--- config.mk ---
export PLATFORM = sky130hd
export DESIGN_NAME = communication_receive
export DESIGN_NICKNAME = d
export VERILOG_FILES = /design/src/rtl/communication_receive.sv
export SDC_FILE = /design/constraint.sdc
export NUM_CORES = 1
export LEC_CHECK = 0
export ABC_AREA = 1
export CAP_MARGIN = 20
export CORE_ASPECT_RATIO = 0.8
export CORE_MARGIN = 8
export CORE_UTILIZATION = 51
export DETAILED_ROUTE_END_ITERATION = 6
export PLACE_DENSITY = 0.83
export SYNTH_ARGS = -nofsm -noshare
export SYNTH_HDL_FRONTEND = slang
export SYNTH_SLANG_ARGS = --single-unit
--- constraint.sdc ---
create_clock -name clk1 -period 1.43 [get_ports clk1]
set_clock_uncertainty 0.05 [all_clocks]
set_input_delay 0.286 -clock clk1 [delete_from_list [all_inputs] [get_ports clk1]]
set_output_delay 0.286 -clock clk1 [all_outputs]
set_load 0.01 [all_outputs]
--- src/rtl/communication_receive.sv ---
// Serial byte receiver: synchronizes sd/freq/rec_en, shifts bits MSB first, flags aborts and stalls.
// Optional trailing even-parity bit when COMM_RX_PARITY_EN is defined.
module communication_receive #(
  parameter int DATA_W      = 8,
  parameter int SYNC_STAGES = 2,
  parameter int TIMEOUT_CYC = 1024
) (
  input  logic              clk1,
  input  logic              rst,
  input  logic              sd,
  input  logic              freq,
  input  logic              rec_en,
  output logic [DATA_W-1:0] rec_data,
  output logic              rec_valid,
  output logic              frame_err,
  output logic              busy,
  output logic              parity_err
);

  localparam int TMR_W = $clog2(TIMEOUT_CYC);
  localparam int CNT_W = $clog2(DATA_W + 2);
`ifdef COMM_RX_PARITY_EN
  localparam int NBITS = DATA_W + 1;
`else
  localparam int NBITS = DATA_W;
`endif

  typedef enum logic [1:0] {IDLE, SHIFT, DONE, WAIT_END} state_t;

  state_t                 state_q, state_d;
  logic [SYNC_STAGES-1:0] sd_sync_q, sd_sync_d;
  logic [SYNC_STAGES-1:0] freq_sync_q, freq_sync_d;
  logic [SYNC_STAGES-1:0] en_sync_q, en_sync_d;
  logic                   freq_prev_q, freq_prev_d;
  logic                   en_prev_q, en_prev_d;
  logic                   freq_rise_q, freq_rise_d;
  logic                   en_rise_q, en_rise_d;
  logic                   en_fall_q, en_fall_d;
  logic                   sd_bit_q, sd_bit_d;
  logic [DATA_W-1:0]      shreg_q, shreg_d;
  logic [CNT_W-1:0]       bit_cnt_q, bit_cnt_d;
  logic [TMR_W-1:0]       timer_q, timer_d;
  logic [DATA_W-1:0]      rec_data_q, rec_data_d;
  logic                   rec_valid_q, rec_valid_d;
  logic                   frame_err_q, frame_err_d;
`ifdef COMM_RX_PARITY_EN
  logic                   par_q, par_d;
  logic                   parity_err_q, parity_err_d;
`endif

  logic freq_s, en_s;
  assign freq_s = freq_sync_q[SYNC_STAGES-1];
  assign en_s   = en_sync_q[SYNC_STAGES-1];

  // Edge flags are registered, so each one lines up with the sd bit sampled beside it.
  always_comb begin
    sd_sync_d   = {sd_sync_q[SYNC_STAGES-2:0], sd};
    freq_sync_d = {freq_sync_q[SYNC_STAGES-2:0], freq};
    en_sync_d   = {en_sync_q[SYNC_STAGES-2:0], rec_en};
    freq_prev_d = freq_s;
    en_prev_d   = en_s;
    freq_rise_d = freq_s & ~freq_prev_q;
    en_rise_d   = en_s & ~en_prev_q;
    en_fall_d   = ~en_s & en_prev_q;
    sd_bit_d    = sd_sync_q[SYNC_STAGES-1];
  end

  always_comb begin
    state_d     = state_q;
    shreg_d     = shreg_q;
    bit_cnt_d   = bit_cnt_q;
    timer_d     = timer_q;
    rec_data_d  = rec_data_q;
    rec_valid_d = 1'b0;
    frame_err_d = 1'b0;
`ifdef COMM_RX_PARITY_EN
    par_d        = par_q;
    parity_err_d = 1'b0;
`endif
    case (state_q)
      IDLE: begin
        if (en_rise_q) begin
          state_d   = SHIFT;
          shreg_d   = '0;
          bit_cnt_d = '0;
          timer_d   = '0;
`ifdef COMM_RX_PARITY_EN
          par_d     = 1'b0;
`endif
        end
      end
      SHIFT: begin
        if (en_fall_q) begin
          frame_err_d = 1'b1;
          state_d     = IDLE;
        end else if (freq_rise_q) begin
          // The parity bit only feeds the checksum, never the data register.
          if (bit_cnt_q < CNT_W'(DATA_W))
            shreg_d = {shreg_q[DATA_W-2:0], sd_bit_q};
`ifdef COMM_RX_PARITY_EN
          par_d     = par_q ^ sd_bit_q;
`endif
          bit_cnt_d = bit_cnt_q + 1'b1;
          timer_d   = '0;
          if (bit_cnt_q == CNT_W'(NBITS - 1))
            state_d = DONE;
        end else if (timer_q == TMR_W'(TIMEOUT_CYC - 1)) begin
          frame_err_d = 1'b1;
          state_d     = IDLE;
        end else begin
          timer_d = timer_q + 1'b1;
        end
      end
      DONE: begin
`ifdef COMM_RX_PARITY_EN
        if (!par_q) begin
          rec_data_d  = shreg_q;
          rec_valid_d = 1'b1;
        end else begin
          parity_err_d = 1'b1;
        end
`else
        rec_data_d  = shreg_q;
        rec_valid_d = 1'b1;
`endif
        state_d = WAIT_END;
      end
      WAIT_END: begin
        if (!en_s)
          state_d = IDLE;
      end
      default: state_d = IDLE;
    endcase
  end

  always_ff @(posedge clk1) begin
    if (rst) begin
      state_q     <= IDLE;
      sd_sync_q   <= '0;
      freq_sync_q <= '0;
      en_sync_q   <= '0;
      freq_prev_q <= 1'b0;
      en_prev_q   <= 1'b0;
      freq_rise_q <= 1'b0;
      en_rise_q   <= 1'b0;
      en_fall_q   <= 1'b0;
      sd_bit_q    <= 1'b0;
      shreg_q     <= '0;
      bit_cnt_q   <= '0;
      timer_q     <= '0;
      rec_data_q  <= '0;
      rec_valid_q <= 1'b0;
      frame_err_q <= 1'b0;
`ifdef COMM_RX_PARITY_EN
      par_q        <= 1'b0;
      parity_err_q <= 1'b0;
`endif
    end else begin
      state_q     <= state_d;
      sd_sync_q   <= sd_sync_d;
      freq_sync_q <= freq_sync_d;
      en_sync_q   <= en_sync_d;
      freq_prev_q <= freq_prev_d;
      en_prev_q   <= en_prev_d;
      freq_rise_q <= freq_rise_d;
      en_rise_q   <= en_rise_d;
      en_fall_q   <= en_fall_d;
      sd_bit_q    <= sd_bit_d;
      shreg_q     <= shreg_d;
      bit_cnt_q   <= bit_cnt_d;
      timer_q     <= timer_d;
      rec_data_q  <= rec_data_d;
      rec_valid_q <= rec_valid_d;
      frame_err_q <= frame_err_d;
`ifdef COMM_RX_PARITY_EN
      par_q        <= par_d;
      parity_err_q <= parity_err_d;
`endif
    end
  end

  assign rec_data  = rec_data_q;
  assign rec_valid = rec_valid_q;
  assign frame_err = frame_err_q;
  assign busy      = (state_q != IDLE);
`ifdef COMM_RX_PARITY_EN
  assign parity_err = parity_err_q;
`else
  assign parity_err = 1'b0;
`endif

endmodule

==> Word-level counts from Yosys, hierarchy flattened <==
Cells that the tools add are included.
W data, S select, Z words.
{ "totals": {"ff_bits": 46, "latchBits": 0, "ram_bits": 0, "mem_bits_ro": 0, "in_bits": 5, "output_inout_bits": 12, "elab_cells": 72, "memories": 0} }
{ "classes": {"n_addsub": 2, "multipliers": 0, "div": 0, "n_lt_le_gt_ge": 1, "eq_ne": 13, "shifts": 0, "muxes": 25, "bitwise_logic": 7, "n_reduce_logical": 8} }
{ "op_table": {"columns": ["cell", "count"], "rows": [
  ["$mux W10", 4],
  ["$mux W8", 4],
  ["$pmux W10 S2", 1],
  ["$pmux W8 S2", 1],
  ["$mux W2", 6],
  ["$mux W4", 3],
  ["$reduce_and A4 Y1", 3],
  ["$add A10 B1 Y10 const B", 1],
  ["$eq A10 B10 Y1 const B", 1],
  ["$ne A2 B2 Y1 const B", 5],
  ["$ne A4 B4 Y1 const B", 2],
  ["$pmux W2 S4", 1],
  ["$pmux W4 S2", 1],
  ["$reduce_and A5 Y1", 1],
  ["$add A4 B1 Y4 const B", 1],
  ["$eq A2 B2 Y1 const B", 2],
  ["$eq A4 B3 Y1 const B", 1],
  ["$lt A4 B4 Y1 const B", 1],
  ["$mux W1", 4],
  ["$not A1 Y1", 4],
  ["$reduce_bool A2 Y1", 2],
  ["$and A1 B1 Y1", 3],
  ["$ne A3 B3 Y1 const B", 1],
  ["$eq A2 B1 Y1 const B", 1],
  ["2 further kinds", 2]
]} }

==> Depth between registers and ports, before layout <==
Gate-level depths: netlist (run 1).
{ "depth": {"word_depth": 5, "depth_mapped": 11, "depth_no_buf": 10} }

==> Worst setup path after synthesis (run 1) <==
No wires, ideal clock.
{ "synth_timing": {"kind": "register -> register", "startpoint": "reg timer_q[0]", "endpoint": "reg timer_q[6]", "setup_time_ns": 0.110, "arrival_ns": 1.282, "required_time_ns": 1.270, "slack_ns": -0.012, "path_stages_with_launch": 12, "n_path_buf": 1, "synth_period_minus_slack_ns": 1.442, "path_cell_list": "dfxtp_1 ha_1 nand2_2 nor2_4 nand3_2 nand2_1 nand2_2 buf_6 nand3_1 nand2_1 inv_1 nor2_1"} }
{ "synth_via": {"elab_chain_cells": 5, "elab_cells_between_ends": 8, "cone_classes": "1 x add/sub; 2 x eq/ne; 4 x mux; 1 x reduce/logical"} }
{ "synth_lines": {"columns": ["element", "line_no", "rtl"], "rows": [
  ["start, declared", "42", "logic [TMR_W-1:0] timer_q, timer_d;"],
  ["start signal, assigned", "171", "timer_q <= timer_d;"],
  ["$add A10 B1 Y10", "111", "timer_d = timer_q + 1'b1;"],
  ["$mux W10", "107", "end else if (timer_q == TMR_W'(TIMEOUT_CYC - 1)) begin"],
  ["$mux W10", "96", "end else if (freq_rise_q) begin"],
  ["$mux W10", "93", "if (en_fall_q) begin"],
  ["$pmux W10 S2", "80", "case (state_q)"]
]} }
Several ways; a longest one is shown, not always the timed one. The select of a mux whose other input is x is not followed.
A chain may end at the register's enable or synchronous reset.

==> Final worst setup path (run 1) <==
{ "layout_timing": {"startpoint": "reg timer_q[1]", "endpoint": "reg timer_q[5]"} }
The elaborated chain is that of the path after synthesis.

==> results of run 1 <==
==> state kept, by name, summed over array words and instances, names as in the netlist, 2 cells and up, named ones only <==
register	cells
freq_sync_q	2
shreg_q	8
rec_data	8
sd_sync_q	2
en_sync_q	2
bit_cnt_q	4
timer_q	10
==> worst max-delay path by stage <==
stage / slack [ns] / cells after the start / from / endpoint
6_report: -0.04 / 10 / timer_q[1]$_SDFFE_PP0P_ / timer_q[5]$_SDFFE_PP0P_
5_1_grt: -0.14 / 10 / timer_q[1]$_SDFFE_PP0P_ / timer_q[5]$_SDFFE_PP0P_
4_1_cts: -0.05 / 11 / timer_q[0]$_SDFFE_PP0P_ / timer_q[5]$_SDFFE_PP0P_
3_5_place_dp: -0.14 / 11 / timer_q[1]$_SDFFE_PP0P_ / timer_q[5]$_SDFFE_PP0P_
3_3_place_gp: -0.05 / 10 / timer_q[1]$_SDFFE_PP0P_ / timer_q[1]$_SDFFE_PP0P_
2_1_floorplan: 0.001 / 11 / timer_q[1]$_SDFFE_PP0P_ / timer_q[6]$_SDFFE_PP0P_
==> worst max-delay path: stages, from the launching register on <==
cell	delay, ns
dfxtp_4	0.37
ha_4	0.15
nand2_4	0.06
nor2_4	0.09
nand3_2	0.10
nand2_2	0.10
nand2_4	0.08
buf_12	0.15
nand4_1	0.09
nand2_1	0.07
nor2_1	0.09
==> logic make-up after synthesis <==
family	count (synthesis)	share of synthesized area [%]
other	1	0.184
adder cells (fa/ha/maj)	2	1.23
flip-flops	46	45.1
AND/OR/NAND/NOR	141	32.5
buffers and inverters	51	10.6
AO/OA/AOI/OAI	37	10.4
==> power by group through the flow <==
| stage | logic, W | clock network [W] | registers [W] |
|---|---|---|---|
| 2_1_floorplan | 0.0000975 | 0 | 0.00134 |
| 3_3_place_gp | 0.000136 | 0 | 0.00134 |
| 3_5_place_dp | 0.000141 | 0 | 0.00134 |
| 4_1_cts | 0.000147 | 0.000888 | 0.00132 |
| 5_1_grt | 0.000193 | 0.000942 | 0.00132 |
| 6_report | 0.000173 | 0.000876 | 0.00131 |
==> cell type report <==
| class | count | area [sq um] | share of cell area (%) |
|---|---|---|---|
| Timing Repair Buffer | 42 | 359 | 13.6 |
| Clock buffer | 7 | 96.3 | 3.65 |
| Multi-Input combinational cell | 182 | 1020 | 38.6 |
| Clock inverter | 1 | 8.76 | 0.332 |
| Inverter | 41 | 156 | 5.93 |
| Sequential cell | 46 | 931 | 35.3 |
| Tap cell | 55 | 68.8 | 2.61 |
==> through the flow <==
stage,setup TNS (ns),utilization (%),area [sq um]
finish,-0.134,68.9,2640
floorplan,0,-,2050
detailed placement,-1.65,61.8,2360
global placement,-0.283,61.8,2360
global route,-1.07,68.9,2640
CTS,-0.193,66.2,2540
==> cells in the final DEF, fill, tap and decap left out, drive strengths merged <==
master / count
nand2: 52
nor3: 4
buf: 27
nor2: 50
nand4: 5
a21oi: 22
dlygate4sd2: 11
nor3b: 1
conb: 1
clkbuf: 7
ha: 2
clkdlybuf4s50: 4
or2: 1
nand3: 23
inv: 41
nand3b: 4
o21ai: 16
and3: 1
dfxtp: 46
clkinv: 1
==> routing by layer <==
layer / wire length, microns / vias up
li1: - / 951
met3: 345 / 7
met5: 0 / -
met2: 2100 / 74
met4: 82 / 0
met1: 2130 / 867
==> repair_timing <==
action / in CTS / in global routing
setup endpoints to repair: 24 / 22
hold endpoints to repair: 0 / 0
pin swaps: 9 / 8
resized for setup: 27 / 15
cloned: 0 / 1
setup buffers: 2 / 5
==> run metrics, run 1 <==
Max Cap Viol=0; CTS Buf Count=5; met1 usage=18.7%; starting density of the core=53.3%; period utilization=103%; WHS Endpoint=freq_rise_q$_SDFF_PP0_; root buf cell=clkbuf_8; Remaining DRCs=0; worst vdd ir=0.651 mV; I/O pin total=17; Synth warnings=0; hold slack=0.340 ns; dominant synthesized flop cell=dfxtp_1; Critical Path RT=1.62 ns; Setup CP Type=reg -> reg; gr usage total=15.2%; RR Startpoint=timer_q[1]$_SDFFE_PP0P_; Max Transition Viols Final=0; Overflow after GRT=0; kind of end point of the critical path=flop; final setup fails=6; Switching Fraction=23.2%; largest net degree at the start of global routing=28; Detailed Route Iter0 Violations=157; launch point of the worst hold path=freq_prev_q$_SDFF_PP0_; total die area=6300 sq um; Clock power frac=37.1%; met2 Resource Use GR=23.8%; M3 GR Usage=3.82%; IO buf count=15; Fillers=282; Syn Inst Count=278; final hold violations=0; overall routed net length=4660 microns; TritonCTS clock tree=built; DP Cell Count=358; synthesized flop and latch total=46; row cnt=20; syn nets=285; most frequent cells after synthesis=46 x dfxtp_1, 46 x nor2_1, 42 x nand2_1; antenna violations before repair=0; first-pass GRT wire length=7600 microns; clk_lat worst skew=0.30 ns; post-route non-filler standard cell count=374; clock sink count=46; Worst Hold Depth=1; FF-to-FF End=timer_q[5]$_SDFFE_PP0P_; FMAX=0.680 GHz; die height=72.6 microns; Net Sw Power=0.000550 W; Synth area leader=dfxtp_1; status=complete, but fails checks; Cell variety after synth=29; dpl hpwl=3110 microns; sequential-to-total area share from yosys stat=45.1%; nets=325; Reg clk slew, reported paths=0.08 ns; minimum clock period=1.47 ns; die width=86.7 microns; vias in the first global route=1,755; power density cells=896 nW/um^2; Avg Cell Area, Syn=7.35 sq um; Final WS setup=-0.0414 ns; R2R Setup Slk=-0.04 ns; via/cell ratio=5.08; static leakage=1.20 nW; DRT antenna net count=0; crit-path max FO=7; crit path DAT=1.66 ns; DP Worst Slack=-0.138 ns; busiest layer in global routing=met2; Reg power frac=55.6%; drt pass-1 iters=4; HP Class=reg -> reg; Power Internal=0.00181 W; number of flops mapped to enable cells by yosys=0; clock buffer depth=2; drt wl/cell=12.5 microns; post-synth top area share=45.1%; core area=3830 sq um; failing checks=negative setup slack; Routability Congestion=0.895; via count=1,899; CTS Hold Bufs=0; RSZ-0062 raised after global routing=yes; R2R cell count=10; area delta synth->final=29.2%; synth top area cells=dfxtp_1 45%, nor2_1 8.5%, nand2_1 7.7%; Total Power=0.00236 W; asr flop ratio synth=0%; Logic pwr share=7.3%; startpoint types=flop; Post-Syn Area=2040 sq um; Antenna Cells=0; share of layout cells above drive strength 1=24.8%; H-tree depth=2
No activity file was read; power rests on OpenSTA's default activity.
==> run 2, diff against run 1 <==
CORE_UTILIZATION = 50   (was 51)
DONT_BUFFER_PORTS = 1   (was default)
PLACE_DENSITY = 0.77   (was 0.83)
==> run metrics, run 2 (synthesis gave the netlist of run 1 again) <==
FMAX=0.685 GHz; IO buf count=0; Worst Hold Depth=1; area delta synth->final=22.1%; Worst-Margin Slew=0.861 ns; minimum clock period=1.46 ns; footprint of the multi-input gates=1020 sq um; Remaining DRCs=0; I/O pin total=17; CTS Buf Count=5; launch point of the worst hold path=rst; WHS Endpoint=shreg_q[0]$_SDFFE_PP0P_; dpl hpwl=2910 microns; root buf cell=clkbuf_8; Net Sw Power=0.000565 W; max_slew headroom=42.6%; Overflow after GRT=0; kind of end point of the critical path=flop; DP Worst Slack=-0.0571 ns; via count=1,750; power density cells=981 nW/um^2; starting density of the core=53.0%; worst vdd ir=0.776 mV; drt pass-1 iters=4; largest net degree at the start of global routing=21; share of layout cells above drive strength 1=25.8%; DRT antenna net count=0; R2R cell count=9; core area=3850 sq um; clock buffer depth=2; Total Power=0.00245 W; FF-to-FF End=timer_q[0]$_SDFFE_PP0P_; failing checks=negative setup slack; register area=928 sq um; crit path DAT=1.61 ns; static leakage=1.09 nW; R2R Setup Slk=-0.03 ns; Reg clk slew, reported paths=0.09 ns; Setup CP Type=reg -> reg; row cnt=20; DP Cell Count=344; total die area=6400 sq um; most common cell after layout, fill and taps aside=nor2_1; final hold violations=0; Final WS setup=-0.0292 ns; Fillers=327; Max Cap Viol=0; via/cell ratio=4.90; Critical Path RT=1.58 ns; max reg flops=10; nets=308; Antenna Cells=0; vias in the first global route=1,425; Detailed Route Iter0 Violations=108; startpoint types=flop; final setup fails=6; Reg power frac=53.8%; RR Startpoint=timer_q[0]$_SDFFE_PP0P_; Max Transition Viols Final=0; drt wl/cell=12.6 microns; Power Internal=0.00188 W; commonest non-fill, non-tap cells in the layout=43 x nor2_1, 42 x dfxtp_1, 39 x nand2_1; Logic pwr share=6.2%; Clock power frac=40.0%; clk_lat worst skew=0.30 ns; CTS Hold Bufs=2; antenna violations before repair=0; H-tree depth=2; HP Class=in -> reg; overall routed net length=4500 microns; TritonCTS clock tree=built; Routability Congestion=0.825; clock sink count=46; die height=73.2 microns; register name with the most flops=timer_q; Final Cell Area=2490 sq um; post-route non-filler standard cell count=357; first-pass GRT wire length=6840 microns; die width=87.5 microns; Switching Fraction=23.1%; gr usage total=13.9%; period utilization=102%; dpl cell area=2220 sq um; hold slack=0.00289 ns; crit-path max FO=5; RSZ-0062 raised after global routing=yes; status=complete, but fails checks
-- run 2: what timing repair did --
item                       4_1_cts  5_1_grt
buffers inserted                 1        1
gates resized for setup          6       24
hold endpoints to repair        20        1
pin swaps                        0        9
setup endpoints to repair       14       16
cloned                           0        1
-- run 2: power by group through the flow --
stage | combinational, W | clock [W] | sequential, W
after detailed placement | 0.000117 | 0 | 0.00134
after floorplan | 0.0000975 | 0 | 0.00134
after global routing | 0.000168 | 0.00105 | 0.00132
after CTS | 0.000136 | 0.000989 | 0.00132
final | 0.000151 | 0.000979 | 0.00132
after global placement | 0.000115 | 0 | 0.00134
-- run 2: area by class of cell --
type | instances | area share [%]
clock buffer | 5 | 2.76
timing repair buffer | 25 | 8.48
clock inverter | 3 | 1.76
inverter | 41 | 6.17
sequential | 46 | 37.2
multi-input combinational | 182 | 40.8
tap | 55 | 2.76
-- run 2: worst max path at each step --
stage / slack (ns) / to / startpoint
floorplan: 0.001 / timer_q[6]$_SDFFE_PP0P_ / timer_q[1]$_SDFFE_PP0P_
global placement: -0.01 / timer_q[1]$_SDFFE_PP0P_ / timer_q[1]$_SDFFE_PP0P_
detailed placement: -0.06 / rec_data[7]$_SDFFE_PP0P_ / flop
CTS: 0.004 / timer_q[4]$_SDFFE_PP0P_ / timer_q[1]$_SDFFE_PP0P_
global route: -0.11 / timer_q[0]$_SDFFE_PP0P_ / timer_q[0]$_SDFFE_PP0P_
finish: -0.03 / timer_q[0]$_SDFFE_PP0P_ / timer_q[0]$_SDFFE_PP0P_
-- run 2: per-stage QoR --
stage / util (%) / TNS (ns)
global route: 64.7 / -1.35
CTS: 61.9 / 0
finish: 64.7 / -0.0971
floorplan: - / 0
global placement: 57.7 / -0.0199
detailed placement: 57.7 / -0.411
-- run 2: critical path, cell delays in order, from the launching register on --
cell and delay, ns:
dfxtp_2 0.37, ha_4 0.15, nand2_4 0.06, nor2_4 0.12, nand3_2 0.10, nand2_2 0.11
nand2_4 0.08, buf_6 0.15, nand3b_1 0.10, a21oi_1 0.07
-- run 2: layer usage --
layer / share of wire [%] / track usage, %
met5: 0 / 0
met4: 1.4 / 5.32
met3: 5.5 / 5.74
met2: 43 / 18.8
met1: 50 / 18.8
==> run 3, diff against run 2 <==
ABC_AREA = 0   (was 1)
clock period = 1.15 ns   (was 1.43 ns; I/O delays follow)
==> run metrics, run 3 <==
static leakage=0.929 nW; DP Cell Count=261; drt wl/cell=13.7 microns; commonest non-fill, non-tap cells in the layout=41 x dfxtp_1, 25 x buf_4, 19 x nand2_1; clock sink count=46; die height=70.6 microns; post-synth top area share=49.5%; nets=244; launch point of the worst hold path=rst; Fillers=274; startpoint types=flop; number of flops mapped to enable cells by yosys=0; register area=935 sq um; Max Transition Viols Final=0; Net Sw Power=0.000605 W; Cell variety after synth=41; via/cell ratio=5.28; Synth warnings=0; crit-path max FO=8; Syn Inst Count=199; dominant synthesized flop cell=dfxtp_1; crit path DAT=1.68 ns; minimum clock period=1.50 ns; Reg power frac=55.3%; status=complete, but fails checks; Total Power=0.00292 W; Switching Fraction=20.7%; most common cell in the synthesized netlist=dfxtp_1; die width=84.2 microns; Final WS setup=-0.351 ns; final hold violations=26; failing checks=negative hold slack, negative setup slack; first-pass GRT wire length=6070 microns; kind of end point of the critical path=flop; I/O pin total=17; core area=3680 sq um; Reg clk slew, reported paths=0.08 ns; H-tree depth=2; Clock power frac=39.9%; row cnt=20; clk_lat worst skew=0.30 ns; power density cells=1160 nW/um^2; synth top area cells=dfxtp_1 49%, a21oi_1 5.6%, nand2_1 5.4%; gr usage total=12.4%; FF-to-FF End=shreg_q[0]$_SDFFE_PP0P_; IO buf count=0; Avg Cell Area, Syn=9.36 sq um; synthesized flop and latch total=46; Antenna Cells=0; R2R Setup Slk=-0.35 ns; period utilization=131%; overall routed net length=3870 microns; final setup fails=34; footprint of the multi-input gates=1040 sq um; syn nets=206; CTS Buf Count=5; antenna violations before repair=0; RSZ-0062 raised after global routing=yes; TritonCTS clock tree=built; post-route non-filler standard cell count=282; register name with the most flops=timer_q; Max Cap Viol=0; Logic pwr share=4.8%; starting density of the core=50.6%; drt pass-1 iters=4; Detailed Route Iter0 Violations=106; R2R cell count=6; CTS Hold Bufs=8; share of layout cells above drive strength 1=39.5%; most common cell after layout, fill and taps aside=dfxtp_1; Overflow after GRT=0; Worst Hold Depth=1; vias in the first global route=1,348; FMAX=0.666 GHz; HP Class=in -> reg; largest net degree at the start of global routing=36; root buf cell=clkbuf_8; Post-Syn Area=1860 sq um; Critical Path RT=1.33 ns; Power Internal=0.00232 W; DRT antenna net count=0; hold slack=-0.0641 ns; area delta synth->final=34.9%; RR Startpoint=state_q[0]$_SDFFE_PP0P_; asr flop ratio synth=0%; dpl hpwl=2420 microns; total die area=5940 sq um; Remaining DRCs=0; Routability Congestion=0.816; most frequent cells after synthesis=46 x dfxtp_1, 27 x nand2_1, 21 x a21oi_1; clock buffer depth=2; max reg flops=10; Synth area leader=dfxtp_1; worst vdd ir=0.878 mV; via count=1,488; sequential-to-total area share from yosys stat=49.5%; Setup CP Type=reg -> reg
[run 3: how the worst max path moves through the flow]
| stage | from | to | depth (start not counted) |
|---|---|---|---|
| after floorplan | state_q[0]$_SDFFE_PP0P_ | timer_q[7]$_SDFFE_PP0P_ | 7 |
| after global placement | state_q[0]$_SDFFE_PP0P_ | shreg_q[6]$_SDFFE_PP0P_ | 6 |
| after detailed placement | state_q[0]$_SDFFE_PP0P_ | shreg_q[5]$_SDFFE_PP0P_ | 6 |
| after CTS | timer_q[1]$_SDFFE_PP0P_ | timer_q[1]$_SDFFE_PP0P_ | 6 |
| after global routing | timer_q[1]$_SDFFE_PP0P_ | timer_q[1]$_SDFFE_PP0P_ | 6 |
| final | state_q[0]$_SDFFE_PP0P_ | shreg_q[0]$_SDFFE_PP0P_ | 6 |
[run 3: layout make-up]
| class | instances | share of cell area [%] |
|---|---|---|
| well taps | 44 | 2.19 |
| clock buffers | 5 | 2.74 |
| inverters | 2 | 0.299 |
| flip-flops and latches | 46 | 37.2 |
| repair buffers | 41 | 14.6 |
| multi-input cells | 141 | 41.4 |
| clock inverters | 3 | 1.59 |
[run 3: cells by family after synthesis]
logic type	Yosys count	share of synthesized area, %
AND/OR/NAND/NOR	90	26.6
flip-flops	46	49.5
AO/OA/AOI/OAI	38	13.8
buffers and inverters	12	3.70
XOR/XNOR	7	3.29
multiplexers	3	1.61
adder cells (fa/ha/maj)	2	1.34
other	1	0.201
[run 3: critical path: stages (launching register included)]
cell and delay (ns):
dfxtp_4 0.38, buf_6 0.13, nor3b_4 0.27, nor2_4 0.10, a21oi_4 0.26, nand3_1 0.11
a21oi_1 0.13
[run 3: power by group through the flow]
stage               Sequential (W)  Combinational [W]  Clock [W]
floorplan                  0.00166          0.0000958          0
global placement           0.00166          0.0000985          0
detailed placement         0.00166           0.000101          0
CTS                        0.00162           0.000129    0.00121
global route               0.00162           0.000150    0.00126
finish                     0.00162           0.000139    0.00117
[run 3: timing repair]
action,4_1_cts,5_1_grt
setup buffers,3,4
hold endpoints to repair,34,26
resized for setup,19,32
endpoints found under the setup margin,35,35
pin swaps,26,24
[run 3: metrics by stage]
stage | setup slack [ns] | cell area, sq um | TNS (ns) | utilization [%]
after floorplan | -0.294 | 1910 | -4.94 | -
after global placement | -0.312 | 2110 | -7.29 | 57.4
after detailed placement | -0.343 | 2110 | -8.49 | 57.4
after CTS | -0.322 | 2390 | -7.13 | 65.0
after global routing | -0.434 | 2510 | -9.95 | 68.3
final | -0.351 | 2510 | -7.95 | 68.3
[run 3: metal layers]
layer  vias to the layer above  global-route usage, %  part of all wire [%]
met5                         -                      0                     0
met4                         0                   6.31                   1.9
met3                         9                   3.90                   4.3
met2                        22                   18.8                    48
met1                       707                   15.4                    46
li1                        750                      -                     -
